===== config.mk =====
export PLATFORM = sky130hd
export DESIGN_NAME = uart_rx_q
export DESIGN_NICKNAME = d
export VERILOG_FILES = /design/src/rtl/uart_pkg.sv /design/src/rtl/uart_rx_fifo.sv /design/src/rtl/uart_rx_q.sv
export SDC_FILE = /design/constraint.sdc
export NUM_CORES = 1
export LEC_CHECK = 0
export ABC_AREA = 1
export CAP_MARGIN = 40
export CORE_ASPECT_RATIO = 1.1
export CORE_MARGIN = 3
export CORE_UTILIZATION = 53
export CTS_CLUSTER_DIAMETER = 200
export DETAILED_ROUTE_END_ITERATION = 12
export PLACE_DENSITY_LB_ADDON = 0.2
export REMOVE_ABC_BUFFERS = 1
export SLEW_MARGIN = 20
export SYNTH_ARGS = -nofsm -noshare
export SYNTH_HDL_FRONTEND = slang
export SYNTH_SLANG_ARGS = --single-unit

===== constraint.sdc =====
create_clock -name clk -period 8.17 [get_ports clk]
set_clock_uncertainty 0.1 [all_clocks]
set_input_delay 1.634 -clock clk [delete_from_list [all_inputs] [get_ports clk]]
set_output_delay 1.634 -clock clk [all_outputs]
set_load 0.02 [all_outputs]

===== src/rtl/uart_pkg.sv =====
// Shared types for the UART receive path: parity modes, receiver FSM states
// and the queue entry layout.
package uart_pkg;

    localparam int RX_DATA_W_MAX = 9;

    typedef enum logic [1:0] {
        PAR_NONE = 2'd0,
        PAR_EVEN = 2'd1,
        PAR_ODD  = 2'd2
    } parity_t;

    typedef logic [2:0] rx_state_t;

    localparam rx_state_t IDLE   = 3'd0;
    localparam rx_state_t START  = 3'd1;
    localparam rx_state_t DATA   = 3'd2;
    localparam rx_state_t PARITY = 3'd3;
    localparam rx_state_t STOP   = 3'd4;

    typedef struct packed {
        logic                     par_err;
        logic                     frame_err;
        logic [RX_DATA_W_MAX-1:0] data;
    } rx_entry_t;

    // Encoding 3 is reserved and behaves as "no parity".
    function automatic parity_t decode_parity(input logic [1:0] mode);
        case (mode)
            2'd1:    return PAR_EVEN;
            2'd2:    return PAR_ODD;
            default: return PAR_NONE;
        endcase
    endfunction

endpackage


===== src/rtl/uart_rx_fifo.sv =====
// First-word-fall-through synchronous FIFO; a pop in the same cycle frees the
// slot so a push against a full queue is still accepted.
module uart_rx_fifo #(
    parameter int WIDTH = 8,
    parameter int DEPTH = 8
) (
    input  logic                     clk,
    input  logic                     rst_n,
    input  logic                     push,
    input  logic [WIDTH-1:0]         push_data,
    input  logic                     pop,
    output logic [WIDTH-1:0]         pop_data,
    output logic [$clog2(DEPTH):0]   count,
    output logic                     full,
    output logic                     empty
);
    localparam int AW = $clog2(DEPTH);

    logic [WIDTH-1:0] mem [DEPTH];
    logic [AW:0]      wptr;
    logic [AW:0]      rptr;
    logic             do_pop;
    logic             do_push;

    assign count    = wptr - rptr;
    assign empty    = (count == '0);
    assign full     = (count == (AW+1)'(DEPTH));
    assign do_pop   = pop && !empty;
    assign do_push  = push && (!full || do_pop);
    assign pop_data = mem[rptr[AW-1:0]];

    always_ff @(posedge clk or negedge rst_n) begin
        if (!rst_n) begin
            wptr <= '0;
            rptr <= '0;
        end else begin
            if (do_push) wptr <= wptr + (AW+1)'(1);
            if (do_pop)  rptr <= rptr + (AW+1)'(1);
        end
    end

    always_ff @(posedge clk) begin
        if (do_push) mem[wptr[AW-1:0]] <= push_data;
    end

endmodule


===== src/rtl/uart_rx_q.sv =====
// UART receiver with run-time baud divisor and optional parity, feeding a
// FWFT queue of error-tagged characters with a sticky overrun flag.
//
// state  | meaning
// IDLE   | waiting for synchronised RX low
// START  | half-bit wait, then confirm start bit is still low
// DATA   | sampling DATA_W bits, LSB first
// PARITY | sampling the parity bit
// STOP   | sampling the stop bit, pushing the entry on the sample cycle
module uart_rx_q
    import uart_pkg::*;
#(
    parameter int DATA_W = 8,
    parameter int DEPTH  = 8,
    parameter int DIV_W  = 13
) (
    input  logic                   clk,
    input  logic                   rst_n,
    input  logic                   RX,
    input  logic [DIV_W-1:0]       baud_div,
    input  logic [1:0]             parity_mode,
    input  logic                   rd_en,
    input  logic                   clr_err,
    output logic [DATA_W-1:0]      rd_data,
    output logic                   rd_frame_err,
    output logic                   rd_par_err,
    output logic                   empty,
    output logic                   full,
    output logic [$clog2(DEPTH):0] count,
    output logic                   overrun,
    output logic                   busy
);
    logic             rx_s1;
    logic             rx_s2;
    rx_state_t        state;
    logic [DIV_W-1:0] baud_cnt;
    logic [DIV_W-1:0] div_q;
    parity_t          par_q;
    logic [3:0]       bit_cnt;
    logic [DATA_W-1:0] shreg;
    logic             par_err_q;
    logic             baud_tick;
    logic             push;
    rx_entry_t        push_entry;
    rx_entry_t        head;
    logic             head_unused;

    assign baud_tick = (baud_cnt == '0);
    assign busy      = (state != IDLE);
    assign push      = (state == STOP) && baud_tick;

    assign push_entry.par_err   = par_err_q;
    assign push_entry.frame_err = ~rx_s2;
    assign push_entry.data      = RX_DATA_W_MAX'(shreg);

    always_ff @(posedge clk or negedge rst_n) begin
        if (!rst_n) begin
            rx_s1 <= 1'b1;
            rx_s2 <= 1'b1;
        end else begin
            rx_s1 <= RX;
            rx_s2 <= rx_s1;
        end
    end

    always_ff @(posedge clk or negedge rst_n) begin
        if (!rst_n) begin
            state     <= IDLE;
            baud_cnt  <= '0;
            div_q     <= '0;
            par_q     <= PAR_NONE;
            bit_cnt   <= '0;
            shreg     <= '0;
            par_err_q <= 1'b0;
        end else begin
            case (state)
                IDLE: begin
                    if (!rx_s2) begin
                        state     <= START;
                        div_q     <= baud_div;
                        par_q     <= decode_parity(parity_mode);
                        baud_cnt  <= baud_div >> 1;
                        par_err_q <= 1'b0;
                    end
                end
                START: begin
                    if (!baud_tick) begin
                        baud_cnt <= baud_cnt - DIV_W'(1);
                    end else if (rx_s2) begin
                        state <= IDLE;
                    end else begin
                        state    <= DATA;
                        bit_cnt  <= '0;
                        baud_cnt <= div_q - DIV_W'(1);
                    end
                end
                DATA: begin
                    if (!baud_tick) begin
                        baud_cnt <= baud_cnt - DIV_W'(1);
                    end else begin
                        shreg    <= {rx_s2, shreg[DATA_W-1:1]};
                        baud_cnt <= div_q - DIV_W'(1);
                        bit_cnt  <= bit_cnt + 4'd1;
                        if (bit_cnt == 4'(DATA_W - 1))
                            state <= (par_q == PAR_NONE) ? STOP : PARITY;
                    end
                end
                PARITY: begin
                    if (!baud_tick) begin
                        baud_cnt <= baud_cnt - DIV_W'(1);
                    end else begin
                        par_err_q <= (^shreg) ^ rx_s2 ^ (par_q == PAR_ODD);
                        baud_cnt  <= div_q - DIV_W'(1);
                        state     <= STOP;
                    end
                end
                STOP: begin
                    if (!baud_tick) baud_cnt <= baud_cnt - DIV_W'(1);
                    else            state    <= IDLE;
                end
                default: state <= IDLE;
            endcase
        end
    end

    // Setting wins over clearing so a drop in the clear cycle is not lost.
    always_ff @(posedge clk or negedge rst_n) begin
        if (!rst_n)                        overrun <= 1'b0;
        else if (push && full && !rd_en)   overrun <= 1'b1;
        else if (clr_err)                  overrun <= 1'b0;
    end

    uart_rx_fifo #(
        .WIDTH ($bits(rx_entry_t)),
        .DEPTH (DEPTH)
    ) u_fifo (
        .clk       (clk),
        .rst_n     (rst_n),
        .push      (push),
        .push_data (push_entry),
        .pop       (rd_en),
        .pop_data  (head),
        .count     (count),
        .full      (full),
        .empty     (empty)
    );

    assign rd_data      = head.data[DATA_W-1:0];
    assign rd_frame_err = head.frame_err;
    assign rd_par_err   = head.par_err;
    // Data bits above DATA_W are always stored as zero.
    assign head_unused  = ^head.data;

endmodule

### Word-level counts from Yosys, hierarchy flattened

Memories as Yosys holds them, arrays and structs flattened.
Index checks and enable logic that the tools add are counted.

* latch bits: 0
* register bits after elaboration: 55
* memory bits (writable): 80
* word-level logic and storage cells: 93
* memory bits (read-only): 0
* bits of input ports: 20
* memories kept: 1
* output and inout bits: 18

* add/sub/neg operators: 6
* multiply operators: 0
* divide/modulo/power cells: 0
* $lt $le $gt $ge: 0
* eq/ne operators: 18
* shift-type cells: 0
* bitwise gates (word level): 3
* reductions and logical operators: 26
* muxes and demuxes: 27

Memories
* u_fifo.mem: words 8, bits a word 10, rd ports 1, clocked after memory_dff 0, write ports 1, RTL line uart_rx_fifo.sv:19 `logic [WIDTH-1:0] mem [DEPTH];`

Operators by type and width (count)
* 2-to-1 mux 13 bit: 5
* one-hot mux 13 bit (4 select lines): 1
* subtractor 13 x 1 -> 13 bit, second input constant: 2
* 2-to-1 mux 3 bit: 7
* != test 2 bit, second input constant: 8
* one-hot mux 3 bit (5 select lines): 1
* zero test 13 bit: 1
* adder 4 x 1 -> 4 bit, second input constant: 3
* 2-to-1 mux 4 bit: 3
* one-hot mux 4 bit (2 select lines): 1
* AND reduction 4 bit: 2
* XOR reduction 8 bit: 1
* equality test 3 x 2 -> 1 bit, second input constant: 2
* 2-to-1 mux 1 bit: 6
* AND reduction 6 bit: 1
* nonzero test 2 bit: 3
* logical AND 1 bit: 5
* equality test 2 bit, second input constant: 2
* equality test 4 x 3 -> 1 bit, second input constant: 1
* equality test 4 bit, second input constant: 1
* zero test 4 bit: 1
* one-hot mux 2 bit (2 select lines): 1
* AND reduction 2 bit: 2
* nonzero test 4 bit: 1
* 16 further kinds: 19

### Logic depth before layout (Yosys ltp)

Gate-level depths: netlist (run 1).

* depth after elaboration: 8
* depth in mapped cells: 12
* gate-level depth less buffers: 12

### Cells and area by module

From an unflattened synthesis (run 1), not the netlist that was laid out.

* cell total of the unflattened synthesis: 793
* area, all modules: 7160.6 sq um

Modules (own cells, without submodules)
* uart_rx_fifo: cells an instance 347, seq. area each 2842.7 sq um, area an instance 4035.1 sq um, times used 1
* uart_rx_q: cells an instance 446, seq. area each 1178.6 sq um, area an instance 3125.5 sq um, times used 1

### Least setup slack after synthesis (run 1)

Ideal clock, no wire load.

* path type: register to output
* start: register u_fifo.rptr[1]
* end: output full
* stages on the path, launching flop included: 7
* arrival: 1948 ps
* path buffers: 1
* required time: 6436 ps
* slack: 4488 ps
* path through: dfrtp_1 -> inv_1 -> clkbuf_1 -> fa_1 -> nor3_2 -> inv_1 -> nor2_1

* longest elaborated chain between the ends: 2

RTL lines
* from (decl): RTL line uart_rx_fifo.sv:21 `logic [AW:0] rptr;`
* from (signal assigned): RTL line uart_rx_fifo.sv:38 `if (do_pop) rptr <= rptr + (AW+1)'(1);`
* subtractor 4 bit: RTL line uart_rx_fifo.sv:25 `assign count = wptr - rptr;`
* via count[1]: RTL line uart_rx_q.sv:29 `output logic [$clog2(DEPTH):0] count,`
* equality test 4 bit: RTL line uart_rx_fifo.sv:27 `assign full = (count == (AW+1)'(DEPTH));`
* to (decl): RTL line uart_rx_q.sv:28 `output logic full,`

The timed path passes the listed nets, and every way through them passes these cells.

### Final worst setup path (run 1)

* start: register u_fifo.rptr[1]
* end: output full

* longest elaborated chain between the ends: 2

RTL lines (RTL line)
* subtractor 4 bit: uart_rx_fifo.sv:25
* equality test 4 bit: uart_rx_fifo.sv:27

No other way between the ends.

==> results.cfg, run 1 <==
[setup_path]
crit_path_end_kind = primary output
cp-start-kind = flop
crit_required_ps = 6440
arrival_ps = 3520
rr_startpoint = u_fifo.rptr[1]$_DFFE_PN0P_
r2r_end = u_fifo.mem[0][1]$_DFFE_PP_
reg2regPathDepth = 10
path_class = reg -> out
worstPathMaxFanout = 23
reg2reg_slack_ps = 4460

[global_routing]
antenna_found_initial = 0
gr-total-overflow = 0
grt_pass1_wl_um = 23610
track_usage = 0.2160
grt_pass1_vias = 5029
grt_max_degree = 56

[logic_synthesis]
syn_inst = 740
synth_top_cell_by_area = edfxtp_1
synth_area_um2 = 6709
synth_cell_types = 37
synthFlopType = edfxtp_1
synth_common_cells = nand2_1 (165), nor2_1 (111), edfxtp_1 (80), o21ai_0 (61), inv_1 (57)
synth_top_cell_area_share = 0.3581
ys_ff_latch = 135
avgSynthCellArea_um2 = 9.066
synth.most_common_cell = nand2_1
ys_warn_count = 0
synth_edf_count = 80
ys_top_cells_by_area = edfxtp_1 (36%), dfrtp_1 (20%), nand2_1 (9.2%)
synth-seq-area-share = 0.5636
synthArstFlopShare = 0.4074

[floorplanning]
rows = 42
core_area_um2 = 12190
die_h_um = 124
die_w_um = 113.3
pin_count = 38
dieArea_um2 = 14050
initial_utilization = 0.5503

[sta]
grt_setup_unrepaired = no
fmax_ghz = 0.1903
final-setup-viol-count = 0
hold_viol = 0
tns_ps = 0
drv_slew = 0
finalCritPeriodShare = 0.6431
worst_slew_pin_slew_ps = 734.4
slew_headroom = 0.5099
finalCriticalPeriod_ps = 5254

[detailed_routing]
drc = 0
drt-vias-per-instance = 5.424
dr.pass1.iters = 5
wire_per_inst_um = 15.07
vias = 5158
drt_iter0_markers = 309
routed_wl_um = 14330
ant_nets = 0

[pwr]
peakVddDrop_mv = 0.1962
power.density_nw_per_um2 = 350.8
power.leakage_uw = 0.003392
p_total_uw = 2734

[clocking]
h-tree-depth = 4
cts.clk_slew.worst_paths_ps = 60
clock-root-buffer = clkbuf_16
numCtsBuffers = 17
clk_latency_ps = 420
cts-resized-gates = 0
cts_max_path_buffers = 2
ctsHoldBuffers = 0
post-cts-setup-buffer-count = 0
cts_num_sinks = 135
cts_tree = done

[cells_and_area]
layout.nets = 814
fin_cells = 951
n_fill_cell = 992
area_growth_pct = 16.15
fin_util = 0.6392
layout-drive-gt1-share = 0.09661
diodes = 0

[job]
cap_violations = 0

[placed_design]
port_buffers = 37
dp_hpwl_um = 9835
dp.cells = 919
place.gp.congestion = 0.9062

[min_path]
worstHoldPathCells = 0
hold_start = rx_s1$_DFF_PN1_
hold_class = reg -> reg
min_to = rx_s2$_DFF_PN1_

[status]
status = complete, no violations
==> power by group <==
part | switching, µW | total (µW) | internal (µW)
clock network | 293 | 683 | 390
registers | 115 | 921 | 806
logic | 698 | 1130 | 432
==> worst max path at each step <==
stage / start / to / cells after the start
6_report: u_fifo.rptr[1]$_DFFE_PN0P_ / full / 7
5_1_grt: u_fifo.rptr[1]$_DFFE_PN0P_ / full / 7
4_1_cts: u_fifo.rptr[1]$_DFFE_PN0P_ / full / 7
3_5_place_dp: u_fifo.rptr[1]$_DFFE_PN0P_ / full / 7
3_3_place_gp: u_fifo.rptr[1]$_DFFE_PN0P_ / full / 7
2_1_floorplan: u_fifo.rptr[0]$_DFFE_PN0P_ / full / 7
==> cell type report <==
type / instances / area (µm²) / area share
Multi-Input combinational cell: 518 / 2574 / 0.3303
Clock buffer: 19 / 432.9 / 0.05556
Clock inverter: 13 / 100.1 / 0.01285
Timing Repair Buffer: 49 / 474.2 / 0.06085
Inverter: 63 / 237.7 / 0.03051
Sequential cell: 135 / 3781 / 0.4852
Tap cell: 154 / 192.7 / 0.02473
==> critical path: stages, from the launching register on <==
cell             delay (ps)
dfrtp_1                 740
inv_1                   520
fa_1                    550
xor2_1                  200
nor3_2                  170
inv_1                    60
nor2_1                  200
clkdlybuf4s50_1         650
==> cells in the final DEF (no fill, tap or decap), types with 3 or more instances in the layout <==
master	instances
xor2_1	14
edfxtp_1	80
o22ai_1	23
clkbuf_16	17
clkinv_2	4
buf_4	8
nor3_1	3
nand3_2	3
clkinv_4	5
buf_6	3
a21oi_1	19
nand3_1	53
nor2_4	3
o21ai_0	61
inv_6	3
nor2_1	110
xnor2_1	10
dfrtp_1	53
o21ai_1	17
nand2_4	3
nand2_1	165
inv_1	57
inv_2	5
ha_1	9
nor2_2	6
nand2_2	5
clkdlybuf4s50_1	36
==> state kept, by name, summed over array words and instances, names as in the netlist <==
name,cells
rx_s2,1
shreg,8
u_fifo.wptr,4
baud_cnt,13
overrun,1
rx_s1,1
par_err_q,1
u_fifo.mem,80
bit_cnt,4
div_q,13
par_q,2
u_fifo.rptr,4
state,3
==> per-layer routing <==
metal / share of wire / GRT usage
met5: 0 / 0
met4: 0.033 / 0.1240
met3: 0.042 / 0.03547
met2: 0.51 / 0.3752
met1: 0.42 / 0.2553
==> cell families after synthesis <==
group / count (synthesis) / share of synthesized area
mux: 1 / 0.001678
buf+inv: 87 / 0.05315
compound gates: 125 / 0.09959
fa+ha+maj: 10 / 0.01977
simple gates: 358 / 0.2309
flops: 135 / 0.5636
xor+xnor: 24 / 0.03133
==> metrics by stage <==
stage / setup slack [ps] / hold slack [ps] / instance area (µm²)
2_1_floorplan: 4045 / 245.2 / 6590
3_3_place_gp: 3503 / 245.9 / 7163
3_5_place_dp: 3394 / 247.6 / 7259
4_1_cts: 2955 / 256.1 / 7792
5_1_grt: 2662 / 257.8 / 7792
6_report: 2916 / 254.4 / 7792
No activity file was read; power rests on OpenSTA's default activity.
==> run 2: changes to the inputs <==
==> constraint.sdc (replaced) <==
create_clock -name clk -period 4.5 [get_ports clk]
set_clock_uncertainty 0.1 [all_clocks]
set_input_delay 0.9 -clock clk [delete_from_list [all_inputs] [get_ports clk]]
set_output_delay 0.9 -clock clk [all_outputs]
set_load 0.02 [all_outputs]
==> results.cfg, run 2 (same netlist as run 1, synthesis figures left out) <==
[sta]
hold_viol = 0
final-setup-viol-count = 0
finalCriticalPeriod_ps = 4017
slew_headroom = 0.4418
worst_slew_pin_slew_ps = 834.2
grt_setup_unrepaired = no
finalCritPeriodShare = 0.8926
fin_ws_ps = 483.3
fmax_ghz = 0.2490
drv_slew = 0
tns_ps = 0

[pwr]
switching_power_uw = 2105
peakVddDrop_mv = 0.3681
power.density_nw_per_um2 = 663.2
combPwrFrac = 0.410
power.leakage_uw = 0.003447
intPower_uw = 3091
power_frac_seq = 0.316
p_sw_frac = 0.4052
clkPwrFrac = 0.274

[clocking]
cts.clk_slew.worst_paths_ps = 60
cts_max_path_buffers = 2
cts-resized-gates = 0
numCtsBuffers = 17
clk_latency_ps = 430
cts_num_sinks = 135
clock-root-buffer = clkbuf_16
cts_tree = done
h-tree-depth = 4
post-cts-setup-buffer-count = 0
ctsHoldBuffers = 0

[floorplanning]
die_h_um = 124
pin_count = 38
die_w_um = 113.3
dieArea_um2 = 14050
initial_utilization = 0.5503
core_area_um2 = 12190
rows = 42

[detailed_routing]
drt-vias-per-instance = 5.555
ant_nets = 0
drc = 0
drt_iter0_markers = 453
wire_per_inst_um = 16.48
vias = 5277
routed_wl_um = 15660
dr.pass1.iters = 5

[cells_and_area]
seqCellArea_um2 = 3781
final_cell_mix = nand2_1 (165), nor2_1 (111), edfxtp_1 (80)
layout-drive-gt1-share = 0.09673
area_growth_pct = 16.78
diodes = 0
largest_register_ffs = 80
fin_util = 0.6427
layout.nets = 813
n_fill_cell = 993
multiInputGateArea_um2 = 2571
mostFrequentLayoutCell = nand2_1

[global_routing]
antenna_found_initial = 0
track_usage = 0.2316
gr-total-overflow = 0
grt_max_degree = 43
grt_pass1_vias = 4979
grt_pass1_wl_um = 24820

[placed_design]
dp_slack_ps = 962.6
port_buffers = 37
place.gp.congestion = 0.9081
dp_hpwl_um = 10770

[setup_path]
path_buf_inv = 2
crit_required_ps = 3500
cp-start-kind = flop
worstPathMaxFanout = 14
slowest_delay_ps = 650
crit_family = buffers and inverters
path_class = reg -> out
cp_slowest_cell = clkdlybuf4s50_1
cp_cell_sequence = inv_1 > ha_1 > a21oi_1 > nand2_1 > xnor2_1 > nor2_1 > clkdlybuf4s50_1
arrival_ps = 3020
crit_path_end_kind = primary output

[status]
status = complete, no violations

[min_path]
hold_class = reg -> reg

[job]
cap_violations = 0
## run 2: power groups by stage
stage	combinational [µW]	clock (µW)	sequential, µW
floorplan	1400	0	1670
CTS	2120	1440	1640
global route	2360	1500	1670
global placement	2040	0	1650
finish	2130	1420	1640
detailed placement	2100	0	1660
## run 2: through the flow
step	instances	power [µW]	hold slack, ps	cell area, µm²
floorplan	716	3064	245.2	6590
global placement	912	3698	245.4	7186
detailed placement	914	3760	247.0	7201
CTS	946	5201	255.8	7805
global route	950	5528	264.2	7835
finish	950	5196	255.5	7835
## run 2: path summary, 6_finish.rpt
check / cells after the start / to / from / slack, ps
max: 7 / full / u_fifo.rptr[2]$_DFFE_PN0P_ / 480
min: 0 / rx_s2$_DFF_PN1_ / rx_s1$_DFF_PN1_ / 260
max reg2reg: 9 / u_fifo.mem[5][3]$_DFFE_PP_ / u_fifo.rptr[2]$_DFFE_PN0P_ / 1120
min reg2reg: 0 / rx_s2$_DFF_PN1_ / rx_s1$_DFF_PN1_ / 260
max in group asynchronous: 2 / rx_s2$_DFF_PN1_ / rst_n / 3080
min in group asynchronous: 1 / div_q[9]$_DFFE_PN0P_ / rst_n / 350
## run 2: area by class of cell
cell class                 instances  share of cell area
multi-input combinational        518              0.3282
clock inverter                    15             0.02284
clock buffer                      17             0.05430
tap                              154             0.02459
inverter                          63             0.03034
sequential                       135              0.4826
timing repair buffer              48             0.05717
## run 2: routing by layer
metal | up-vias | part of all wire | global-route usage
met4 | 0 | 0.021 | 0.08715
met2 | 207 | 0.50 | 0.3956
met1 | 2480 | 0.42 | 0.2931
li1 | 2563 | - | -
met5 | - | 0 | 0
met3 | 27 | 0.060 | 0.04762
